### src/rtl/program_loader_if.sv
// Host/loader bundle: UART byte path, instruction-memory write port, and the core control outputs.
// The slave modport is the loader; the master modport is its environment (UART, BRAM, core).
interface program_loader_if #(
    parameter int INST_SIZE = 10
);
    logic                 load_req;
    logic [7:0]           rx_data;
    logic                 rx_valid;
    logic                 rx_ferr;
    logic [7:0]           tx_data;
    logic                 tx_start;
    logic                 tx_busy;
    logic                 imem_we;
    logic [INST_SIZE-1:0] imem_addr;
    logic [31:0]          imem_wdata;
    logic [2:0]           mode;
    logic                 core_start;
    logic [INST_SIZE:0]   word_count;
    logic                 err;

    modport slave (
        input  load_req, rx_data, rx_valid, rx_ferr, tx_busy,
        output tx_data, tx_start, imem_we, imem_addr, imem_wdata,
               mode, core_start, word_count, err
    );

    modport master (
        output load_req, rx_data, rx_valid, rx_ferr, tx_busy,
        input  tx_data, tx_start, imem_we, imem_addr, imem_wdata,
               mode, core_start, word_count, err
    );
endinterface

### src/rtl/program_loader.sv
// Boot loader: sync with host over UART, stream a big-endian sized program into imem, then start the core.
// Writes land one cycle after the 4th byte of a word; an rx byte may arrive every cycle with no loss, tx waits on tx_busy.
module program_loader #(
    parameter int         INST_SIZE = 10,
    parameter logic [7:0] SYNC_BYTE = 8'hAA,
    parameter bit         AUTO_LOAD = 1'b1
) (
    input  logic             clk,
    input  logic             rst,
    program_loader_if.slave  bus
);
    typedef enum logic [2:0] {
        S_IDLE, S_SEND_SYNC, S_TX_WAIT, S_RECV_SIZE,
        S_RECV_WORD, S_SEND_ACK, S_EXEC, S_ERROR
    } state_t;

    localparam logic [2:0]  M_IDLE  = 3'd0;
    localparam logic [2:0]  M_LOAD  = 3'd1;
    localparam logic [2:0]  M_EXEC  = 3'd2;
    localparam logic [2:0]  M_ERROR = 3'd3;
    localparam logic [31:0] CAP     = 32'd1 << INST_SIZE;

    state_t               state_q;
    logic                 guard_q;
    logic                 ack_q;
    logic [1:0]           bcnt_q;
    logic [23:0]          shift_q;
    logic [INST_SIZE:0]   idx_q;
    logic [INST_SIZE:0]   word_count_q;
    logic [7:0]           tx_data_q;
    logic                 tx_start_q;
    logic                 imem_we_q;
    logic [INST_SIZE-1:0] imem_addr_q;
    logic [31:0]          imem_wdata_q;
    logic [2:0]           mode_q;
    logic                 core_start_q;
    logic                 err_q;

    logic [31:0]          word_d;
    logic [INST_SIZE:0]   idx_d;

    // The incoming byte completes the word combinationally, so the write can issue on the next edge.
    assign word_d = {shift_q, bus.rx_data};
    assign idx_d  = idx_q + (INST_SIZE+1)'(1);

    always_ff @(posedge clk or posedge rst) begin
        if (rst) begin
            state_q      <= S_IDLE;
            guard_q      <= 1'b0;
            ack_q        <= 1'b0;
            bcnt_q       <= '0;
            shift_q      <= '0;
            idx_q        <= '0;
            word_count_q <= '0;
            tx_data_q    <= '0;
            tx_start_q   <= 1'b0;
            imem_we_q    <= 1'b0;
            imem_addr_q  <= '0;
            imem_wdata_q <= '0;
            mode_q       <= M_IDLE;
            core_start_q <= 1'b0;
            err_q        <= 1'b0;
        end else begin
            tx_start_q   <= 1'b0;
            imem_we_q    <= 1'b0;
            core_start_q <= 1'b0;
            case (state_q)
                S_IDLE, S_EXEC, S_ERROR: begin
                    if ((state_q == S_IDLE && AUTO_LOAD) || bus.load_req) begin
                        state_q <= S_SEND_SYNC;
                        mode_q  <= M_LOAD;
                        err_q   <= 1'b0;
                        bcnt_q  <= '0;
                        idx_q   <= '0;
                    end
                end
                S_SEND_SYNC, S_SEND_ACK: begin
                    if (!bus.tx_busy) begin
                        tx_data_q  <= SYNC_BYTE;
                        tx_start_q <= 1'b1;
                        guard_q    <= 1'b1;
                        ack_q      <= (state_q == S_SEND_ACK);
                        state_q    <= S_TX_WAIT;
                    end
                end
                S_TX_WAIT: begin
                    // uart_tx raises busy a cycle after the strobe, so skip the first sample.
                    if (guard_q) begin
                        guard_q <= 1'b0;
                    end else if (!bus.tx_busy) begin
                        if (ack_q) begin
                            state_q      <= S_EXEC;
                            mode_q       <= M_EXEC;
                            core_start_q <= 1'b1;
                        end else begin
                            state_q <= S_RECV_SIZE;
                        end
                    end
                end
                S_RECV_SIZE, S_RECV_WORD: begin
                    if (bus.rx_valid) begin
                        if (bus.rx_ferr) begin
                            state_q <= S_ERROR;
                            mode_q  <= M_ERROR;
                            err_q   <= 1'b1;
                        end else begin
                            shift_q <= word_d[23:0];
                            bcnt_q  <= bcnt_q + 2'd1;
                            if (bcnt_q == 2'd3 && state_q == S_RECV_SIZE) begin
                                if (word_d > CAP) begin
                                    state_q <= S_ERROR;
                                    mode_q  <= M_ERROR;
                                    err_q   <= 1'b1;
                                end else begin
                                    word_count_q <= word_d[INST_SIZE:0];
                                    state_q      <= (word_d == 32'd0) ? S_SEND_ACK : S_RECV_WORD;
                                end
                            end else if (bcnt_q == 2'd3) begin
                                imem_we_q    <= 1'b1;
                                imem_addr_q  <= idx_q[INST_SIZE-1:0];
                                imem_wdata_q <= word_d;
                                idx_q        <= idx_d;
                                if (idx_d == word_count_q) begin
                                    state_q <= S_SEND_ACK;
                                end
                            end
                        end
                    end
                end
                default: begin
                    state_q <= S_IDLE;
                    mode_q  <= M_IDLE;
                end
            endcase
        end
    end

    assign bus.tx_data    = tx_data_q;
    assign bus.tx_start   = tx_start_q;
    assign bus.imem_we    = imem_we_q;
    assign bus.imem_addr  = imem_addr_q;
    assign bus.imem_wdata = imem_wdata_q;
    assign bus.mode       = mode_q;
    assign bus.core_start = core_start_q;
    assign bus.word_count = word_count_q;
    assign bus.err        = err_q;
endmodule

### src/flat_wrapper.sv
// flat-port wrapper written by rule: the top's interface ports become plain ports
module program_loader_flat 
#(
    parameter int         INST_SIZE = 10,
    parameter logic [7:0] SYNC_BYTE = 8'hAA,
    parameter bit         AUTO_LOAD = 1'b1
)
  (clk, rst, bus_load_req, bus_rx_data, bus_rx_valid, bus_rx_ferr, bus_tx_busy, bus_tx_data, bus_tx_start, bus_imem_we, bus_imem_addr, bus_imem_wdata, bus_mode, bus_core_start, bus_word_count, bus_err);
  program_loader_if #(.INST_SIZE(INST_SIZE)) bus_i ();
  input  logic clk;
  input  logic rst;
  input wire logic [$bits(bus_i.load_req)-1:0] bus_load_req;
  input wire logic [$bits(bus_i.rx_data)-1:0] bus_rx_data;
  input wire logic [$bits(bus_i.rx_valid)-1:0] bus_rx_valid;
  input wire logic [$bits(bus_i.rx_ferr)-1:0] bus_rx_ferr;
  input wire logic [$bits(bus_i.tx_busy)-1:0] bus_tx_busy;
  output wire logic [$bits(bus_i.tx_data)-1:0] bus_tx_data;
  output wire logic [$bits(bus_i.tx_start)-1:0] bus_tx_start;
  output wire logic [$bits(bus_i.imem_we)-1:0] bus_imem_we;
  output wire logic [$bits(bus_i.imem_addr)-1:0] bus_imem_addr;
  output wire logic [$bits(bus_i.imem_wdata)-1:0] bus_imem_wdata;
  output wire logic [$bits(bus_i.mode)-1:0] bus_mode;
  output wire logic [$bits(bus_i.core_start)-1:0] bus_core_start;
  output wire logic [$bits(bus_i.word_count)-1:0] bus_word_count;
  output wire logic [$bits(bus_i.err)-1:0] bus_err;
  assign bus_i.load_req = bus_load_req;
  assign bus_i.rx_data = bus_rx_data;
  assign bus_i.rx_valid = bus_rx_valid;
  assign bus_i.rx_ferr = bus_rx_ferr;
  assign bus_i.tx_busy = bus_tx_busy;
  assign bus_tx_data = bus_i.tx_data;
  assign bus_tx_start = bus_i.tx_start;
  assign bus_imem_we = bus_i.imem_we;
  assign bus_imem_addr = bus_i.imem_addr;
  assign bus_imem_wdata = bus_i.imem_wdata;
  assign bus_mode = bus_i.mode;
  assign bus_core_start = bus_i.core_start;
  assign bus_word_count = bus_i.word_count;
  assign bus_err = bus_i.err;
  program_loader #(.INST_SIZE(INST_SIZE), .SYNC_BYTE(SYNC_BYTE), .AUTO_LOAD(AUTO_LOAD)) u_core (.clk(clk), .rst(rst), .bus(bus_i));
endmodule
### config.mk
export PLATFORM = sky130hd
export DESIGN_NAME = program_loader_flat
export DESIGN_NICKNAME = d
export VERILOG_FILES = /design/src/rtl/program_loader_if.sv /design/src/rtl/program_loader.sv /design/src/flat_wrapper.sv
export SDC_FILE = /design/constraint.sdc
export NUM_CORES = 1
export LEC_CHECK = 0
export CAP_MARGIN = 25
export CORE_MARGIN = 1
export CORE_UTILIZATION = 66
export CTS_BUF_LIST = sky130_fd_sc_hd__clkbuf_4
export DETAILED_ROUTE_END_ITERATION = 16
export DONT_BUFFER_PORTS = 1
export PLACE_DENSITY = 0.82
export SLEW_MARGIN = 20
export SYNTH_ARGS = -nofsm -noshare
export SYNTH_HDL_FRONTEND = slang
export SYNTH_SLANG_ARGS = --single-unit
### constraint.sdc
create_clock -name clk -period 4.1 [get_ports clk]
set_input_delay 0.82 -clock clk [delete_from_list [all_inputs] [get_ports clk]]
set_output_delay 0.82 -clock clk [all_outputs]
set_load 0.1 [all_outputs]
==> results of run 1 <==
==> cells in the mapped netlist, types with 2 or more instances <==
| cell type | number |
|---|---|
| nand4_1 | 4 |
| nand3_1 | 10 |
| mux2_2 | 26 |
| dfrtp_1 | 102 |
| xnor2_1 | 10 |
| ha_1 | 3 |
| nor4_1 | 9 |
| o41ai_1 | 3 |
| a31oi_1 | 5 |
| or2_2 | 2 |
| and2_1 | 2 |
| or3_1 | 3 |
| mux2_4 | 10 |
| nand3_2 | 2 |
| inv_1 | 6 |
| nand2b_1 | 3 |
| o31ai_1 | 5 |
| nor2b_1 | 3 |
| o21a_1 | 4 |
| a211oi_1 | 2 |
| a2111oi_2 | 2 |
| nand3b_1 | 3 |
| o22ai_1 | 2 |
| clkbuf_1 | 15 |
| xor2_1 | 4 |
| o211ai_1 | 3 |
| nand2_1 | 148 |
| nor2_1 | 16 |
| buf_2 | 3 |
| a21oi_1 | 13 |
| o21ai_0 | 15 |
| buf_4 | 11 |
| nor3_1 | 4 |
| o21ai_1 | 7 |
==> final timing paths <==
path                                     from                        end  slack [ns]
max reg2reg                 u_core.state_q[1]            u_core.idx_q[8]        1.48
min                                       rst         u_core.bus.imem_we        0.41
min reg2reg                u_core.shift_q[22]  u_core.bus.imem_wdata[30]        0.52
min in group clk                  bus_tx_busy        u_core.bus.tx_start        0.44
max in group asynchronous                 rst          u_core.shift_q[5]        2.79
max                         u_core.state_q[1]            u_core.idx_q[8]        1.48
==> power by group <==
| part | leakage (nW) | switching, mW | internal, mW | total, mW |
|---|---|---|---|---|
| registers | 1.36 | 0.454 | 1.18 | 1.63 |
| logic | 0.987 | 0.340 | 0.296 | 0.637 |
| clock network | 0.0810 | 0.353 | 0.205 | 0.558 |
| total | 2.42 | 1.15 | 1.68 | 2.83 |
==> layout make-up <==
type	count	area, um2	share of cell area
well taps	96	120	0.0242
flip-flops and latches	102	2560	0.514
inverters	7	28.8	0.00579
clock buffers	10	75.1	0.0151
clock inverters	6	77.6	0.0156
repair buffers	13	105	0.0211
multi-input cells	340	2010	0.404
==> cell families after synthesis <==
logic type,Yosys count
AND/OR/NAND/NOR,215
XOR/XNOR,14
buffers and inverters,38
multiplexers,36
adder cells (fa/ha/maj),3
flip-flops,102
other,1
AO/OA/AOI/OAI,67
==> stage by stage <==
| stage | total power [mW] | hold slack (ns) | utilization | instances |
|---|---|---|---|---|
| 2_1_floorplan | 2.13 | 0.456 | - | 480 |
| 3_3_place_gp | 2.25 | 0.474 | 0.700 | 557 |
| 3_5_place_dp | 2.28 | 0.488 | 0.700 | 557 |
| 4_1_cts | 2.83 | 0.416 | 0.722 | 573 |
| 5_1_grt | 2.97 | 0.434 | 0.724 | 574 |
| 6_report | 2.83 | 0.410 | 0.724 | 574 |
==> critical path: cells and delay by family, from the launching register on <==
family	cells	cell delay, ns
and+or+nand+nor	3	1.02
AOI/OAI and AO/OA	4	0.75
DFF	1	0.73
==> flip-flops by register name, summed over array words and instances (netlist names), 2 cells and up <==
| name | count |
|---|---|
| u_core.bus.imem_wdata | 32 |
| u_core.bus.word_count | 11 |
| u_core.idx_q | 11 |
| u_core.bcnt_q | 2 |
| u_core.bus.imem_addr | 10 |
| u_core.shift_q | 24 |
| u_core.bus.mode | 2 |
| u_core.state_q | 3 |
==> routing by layer <==
layer | routed length [um] | vias to the layer above | GRT usage
li1 | - | 1601 | -
met1 | 4090 | 1669 | 0.366
met2 | 4710 | 117 | 0.442
met3 | 677 | 19 | 0.0867
met4 | 241 | 0 | 0.106
met5 | 0 | - | 0
==> cells in the final DEF (no fill, tap or decap), types with 4 or more instances in the layout <==
| cell | instances |
|---|---|
| a21oi_1 | 13 |
| o21ai_1 | 7 |
| mux2_2 | 26 |
| a31oi_1 | 5 |
| nor2_1 | 16 |
| nand2_1 | 148 |
| nor4_1 | 9 |
| xor2_1 | 4 |
| dfrtp_1 | 101 |
| o31ai_1 | 5 |
| buf_4 | 12 |
| o21ai_0 | 15 |
| mux2_4 | 10 |
| o21a_1 | 4 |
| nand3_1 | 10 |
| nand4_1 | 4 |
| xnor2_1 | 10 |
| clkbuf_4 | 10 |
| conb_1 | 5 |
| nor3_1 | 4 |
| inv_1 | 5 |
==> run metrics, run 1 <==
DRC=0; largest net degree at the start of global routing=77; XOR/XNOR share of the synthesized area=0.0259; post-layout min period=2.62 ns; Initial Util=0.691; Fmax=381 MHz; H-tree lvl count=3; CP Launch Type=flop; Die H=86.8 um; arrival time worst endpoint=around 3.0 ns; worst-case reg-to-reg path depth=7; first-pass GRT wire length=~16 mm; global-route usage over all layers=0.280; Die Area=0.00753 mm2; final instance area=0.00497 mm2; Max Cap Viol=0; Final setup viols=0; LEAKAGE=2.42 nW; CTS Hold Bufs=0; DP Worst Slack=1.17 ns; Syn Area/Cell=9.96 um2; post-cts sizing count=0; Critical Path RT=~4.4 ns; Yosys cell types=50; HPWL after detailed placement=about 6.8 mm; multiplexer share of the synthesized area=0.0934; # rows=30; top post-synthesis cells by area=dfrtp_1 (54%), nand2_1 (12%), mux2_2 (6.2%); Power Dens Cells=approximately 570 mW/mm2; CP max stage cell=dfrtp_1; Synth Area in Compound Gates=0.0926; CP Capture Type=flop; GRT overflow=0; DR vias=between 3k and 4k; Synth Area in Adders=0.00791; PortBufs=0; area grow syn2layout=4.85%; Final ANT Viol Nets=0; Root Driver=clkbuf_4; predominant post-synthesis flop cell=dfrtp_1; Final GP Congestion=0.853; Post-synth EDFFs=0; drt first pass iters=5; run status=complete, no violations; fin. max-slew vios=0; crit path max fanout=20; worst-case clock skew=0.0143 ns; top cell type's share of synthesized area=0.538; cts bufs inserted=9; worst relative slew slack=0.266; Post-Route WL=9.72 mm; clock sinks=102; simple-gate share of the synthesized area=0.200; asr flop ratio synth=1.00; CP cell instances=or3b_2 > a211oi_1 > nor4b_2 > nand3_2 > o21a_1 > o21ai_1 > o31ai_1; vias per cell=5.93; ant diodes=0; vias in the first global route=3213; FF+latch count, synth=approximately 100; period utilization=0.640; CP Class=flop to flop; clock buffer depth=2; RSZ-0062 raised after global routing=false; share of cells above drive strength 1=0.163; I/O pin total=82; number of synthesis warnings=0; TritonCTS clock tree=built; area leader, netlist=dfrtp_1; Die X=86.8 um; final hold vios=0; PnR worst setup slack=about 1.5 ns; First DRT Iteration DRCs=178; VDD IR max=0.330 mV; setup TNS=0 ns; Crit path largest cell delay=about 0.73 ns; final net count=between 400 and 500; post-CTS setup buffers=0; Hold Crit Class=primary input to asynchronous set/reset pin; wire per inst=16.9 um; largest family of logic cells by synthesized area=simple AND/OR/NAND/NOR gates; sequential-to-total area share from yosys stat=0.538; initial antenna violation count=0; area of the core=about 0.0069 mm2; Post-DP Area=a little under 0.005 mm2; CTS clk-pin slew, worst paths=0.16 ns; Gate Count Post-Synth=476; Worst-Skew Late Latency=0.46 ns; FILL cells=506; Worst-Margin Slew=between 1 and 1.5 ns; post-synthesis instance area=0.00474 mm2
No activity file was read; power rests on OpenSTA's default activity.
==> run 2: changes to the inputs <==
- CORE_UTILIZATION: 66 -> 59
- PLACE_DENSITY: 0.82 -> 0.78
- clock period: 4.1 -> 2.2 ns (I/O delays scaled with it)
==> run metrics, run 2 (same netlist as run 1, synthesis figures left out) <==
period utilization=1.06 (was 0.640); global-route usage over all layers=0.290 (was 0.280); share of cells above drive strength 1=0.316 (was 0.163); clock buffer depth=2 (unchanged); hold path start=bus_tx_busy; Placed Cells incl. Taps=646 (was 557); CP max stage cell=dfrtp_1 (unchanged); first-pass GRT wire length=18.8 mm (was 15.9 mm); Max Cap Viol=0 (unchanged); worst relative slew slack=0.267 (was 0.266); Crit path largest cell delay=0.46 ns (was 0.73 ns); initial antenna violation count=0 (unchanged); # rows=32 (was 30); Die H=91.7 um (was 86.8 um); fin. max-slew vios=0 (unchanged); CP cell instances=nor4_2 > nand2_1 > a2111oi_4 > nor3b_4 > nand2_2 > buf_12 > mux2_4 (was or3b_2 > a211oi_1 > nor4b_2 > nand3_2 > o21a_1 > o21ai_1 > o31ai_1); CP Capture Type=flop (unchanged); commonest non-fill, non-tap cell in the layout=nand2_1 (unchanged); Post-DP Area=0.00550 mm2 (was 0.00481 mm2); largest net degree at the start of global routing=39 (was 77); Power Dens Cells=1010 mW/mm2 (was 569 mW/mm2); Post-Route WL=11.5 mm (was 9.72 mm); Worst-Margin Slew=1.10 ns (about the same); CP Launch Type=flop (unchanged); post-layout min period=2.32 ns (was 2.62 ns); failing checks=setup timing; H-tree lvl count=3 (unchanged); Die Area=0.00840 mm2 (was 0.00753 mm2); PortBufs=0 (unchanged); FF-to-FF setup slack=-0.12 ns (was 1.48 ns); arrival time worst endpoint=2.68 ns (was 2.95 ns); max reg flops=32 (unchanged); DR vias=3816 (was 3406); cts bufs inserted=9 (unchanged); worst hold stages=1; reg2reg end=u_core.bus.word_count[1] (was u_core.idx_q[8]); TritonCTS clock tree=built (unchanged); area grow syn2layout=21.7% (was 4.85%); GR Layer Usage met2=0.469 (was 0.442); post-route insts no fill=666 (was 574); LEAKAGE=2.90 nW (was 2.42 nW); GRT overflow=0 (unchanged); DRC=0 (unchanged); Critical Path RT=2.55 ns (was 4.42 ns); PnR worst setup slack=-0.124 ns (was 1.48 ns); area of the core=0.00777 mm2 (was 0.00687 mm2); run status=finished with violations (was complete, no violations); Final GP Congestion=0.920 (was 0.853); vias in the first global route=3767 (was 3213); M3 GR Usage=0.0580 (was 0.0867); drt first pass iters=6 (was 5); HPWL after detailed placement=8.34 mm (was 6.77 mm); First DRT Iteration DRCs=264 (was 178); I/O pin total=82 (unchanged); Most Crowded Layer GR=met2 (unchanged); worst-case clock skew=0.0184 ns (was 0.0143 ns); Die X=91.7 um (was 86.8 um); Fmax=430 MHz (was 381 MHz); final hold vios=0 (unchanged); Hold Crit Class=primary input to flop (was primary input to asynchronous set/reset pin); Initial Util=0.611 (was 0.691); Final setup viols=13 (was 0); final net count=576 (was 490); Hold EP=u_core.bus.tx_start; reg2reg start=u_core.shift_q[11] (was u_core.state_q[1]); worst-case reg-to-reg path depth=7 (unchanged); GR Util met1=0.395 (was 0.366); FILL cells=549 (was 506); VDD IR max=0.647 mV (was 0.330 mV); crit path max fanout=11 (was 20); CTS clk-pin slew, worst paths=0.16 ns (about the same); most frequent cells in the layout=nand2_1 (147), dfrtp_1 (96), buf_4 (93) (was nand2_1 (148), dfrtp_1 (101), mux2_2 (26)); clock sinks=102 (unchanged); vias per cell=5.73 (was 5.93); final instance area=0.00577 mm2 (was 0.00497 mm2); wire per inst=17.3 um (was 16.9 um); CP Class=flop to flop (unchanged); Final ANT Viol Nets=0 (unchanged); Root Driver=clkbuf_4 (unchanged); ant diodes=0 (unchanged); Worst-Skew Late Latency=0.45 ns (was 0.46 ns); RSZ-0062 raised after global routing=true (was false)
==> run 2: cell count changes in the layout (fill, tap and decap cells not counted), moves of 4 or more <==
cell and delta:
buf_4 +81, dfrtp_1 -5, dfrtp_2 +5, nor4_1 -5
nor4_2 +5, buf_12 +4
==> run 2: per-stage QoR <==
stage / utilization / setup TNS, ns / power [mW] / worst slack, ns / hold WS (ns)
6_report: 0.743 / -1.22 / 5.82 / -0.124 / 0.0783
5_1_grt: 0.743 / -2.43 / 6.10 / -0.189 / 0.0542
4_1_cts: 0.733 / 0 / 5.72 / 0.00788 / 0.0565
3_5_place_dp: 0.708 / -2.45 / 4.65 / -0.214 / 0.388
3_3_place_gp: 0.708 / -0.289 / 4.56 / -0.0299 / 0.379
2_1_floorplan: - / 0 / 3.96 / 0.00603 / 0.456
==> run 2: report_power, final <==
part	switching [mW]	total, mW	internal, mW
clock network	0.669	1.04	0.373
registers	0.396	2.61	2.21
logic	1.27	2.17	0.903
total	2.33	5.82	3.48
==> run 2: worst max-delay path: cells and delay by family (launching register included) <==
kind,cells,cell delay (ns)
compound gates,1,0.34
simple gates,4,0.95
mux,1,0.31
flops,1,0.46
buf+inv,1,0.16
==> run 2: worst max path at each step <==
stage                              from                        to  slack, ns
2_1_floorplan  u_core.bus.word_count[5]         u_core.state_q[1]      0.006
3_3_place_gp             bus_rx_data[4]  u_core.bus.word_count[1]      -0.03
3_5_place_dp             bus_rx_data[4]  u_core.bus.word_count[1]      -0.21
4_1_cts                 u_core.idx_q[1]         u_core.state_q[0]      0.008
5_1_grt              u_core.shift_q[11]  u_core.bus.word_count[8]      -0.19
6_report             u_core.shift_q[11]  u_core.bus.word_count[1]      -0.12
==> run 2: layout make-up <==
cell class / count / area, um2 / area share
multi-input combinational: 340 / 2100 / 0.363
timing repair buffer: 99 / 800 / 0.138
tap: 102 / 128 / 0.0221
clock inverter: 7 / 88.8 / 0.0154
clock buffer: 9 / 67.6 / 0.0117
sequential: 102 / 2560 / 0.444
inverter: 7 / 30.0 / 0.00520
==> run 2: layer usage <==
| layer | vias up | routed length (um) | share of wire |
|---|---|---|---|
| met5 | - | 0 | 0 |
| met4 | 0 | 206 | 0.018 |
| met3 | 17 | 841 | 0.073 |
| met2 | 157 | 5670 | 0.49 |
| met1 | 1877 | 4820 | 0.42 |
| li1 | 1765 | - | - |
==> run 2: what timing repair did <==
item | 4_1_cts | 5_1_grt
hold buffers | 1 | 0
cloned | 0 | 0
setup endpoints to repair | 11 | 21
setup buffers | 0 | 3
pin swaps | 0 | 5
resized for setup | 4 | 10
endpoints found under the hold margin | 22 | 0
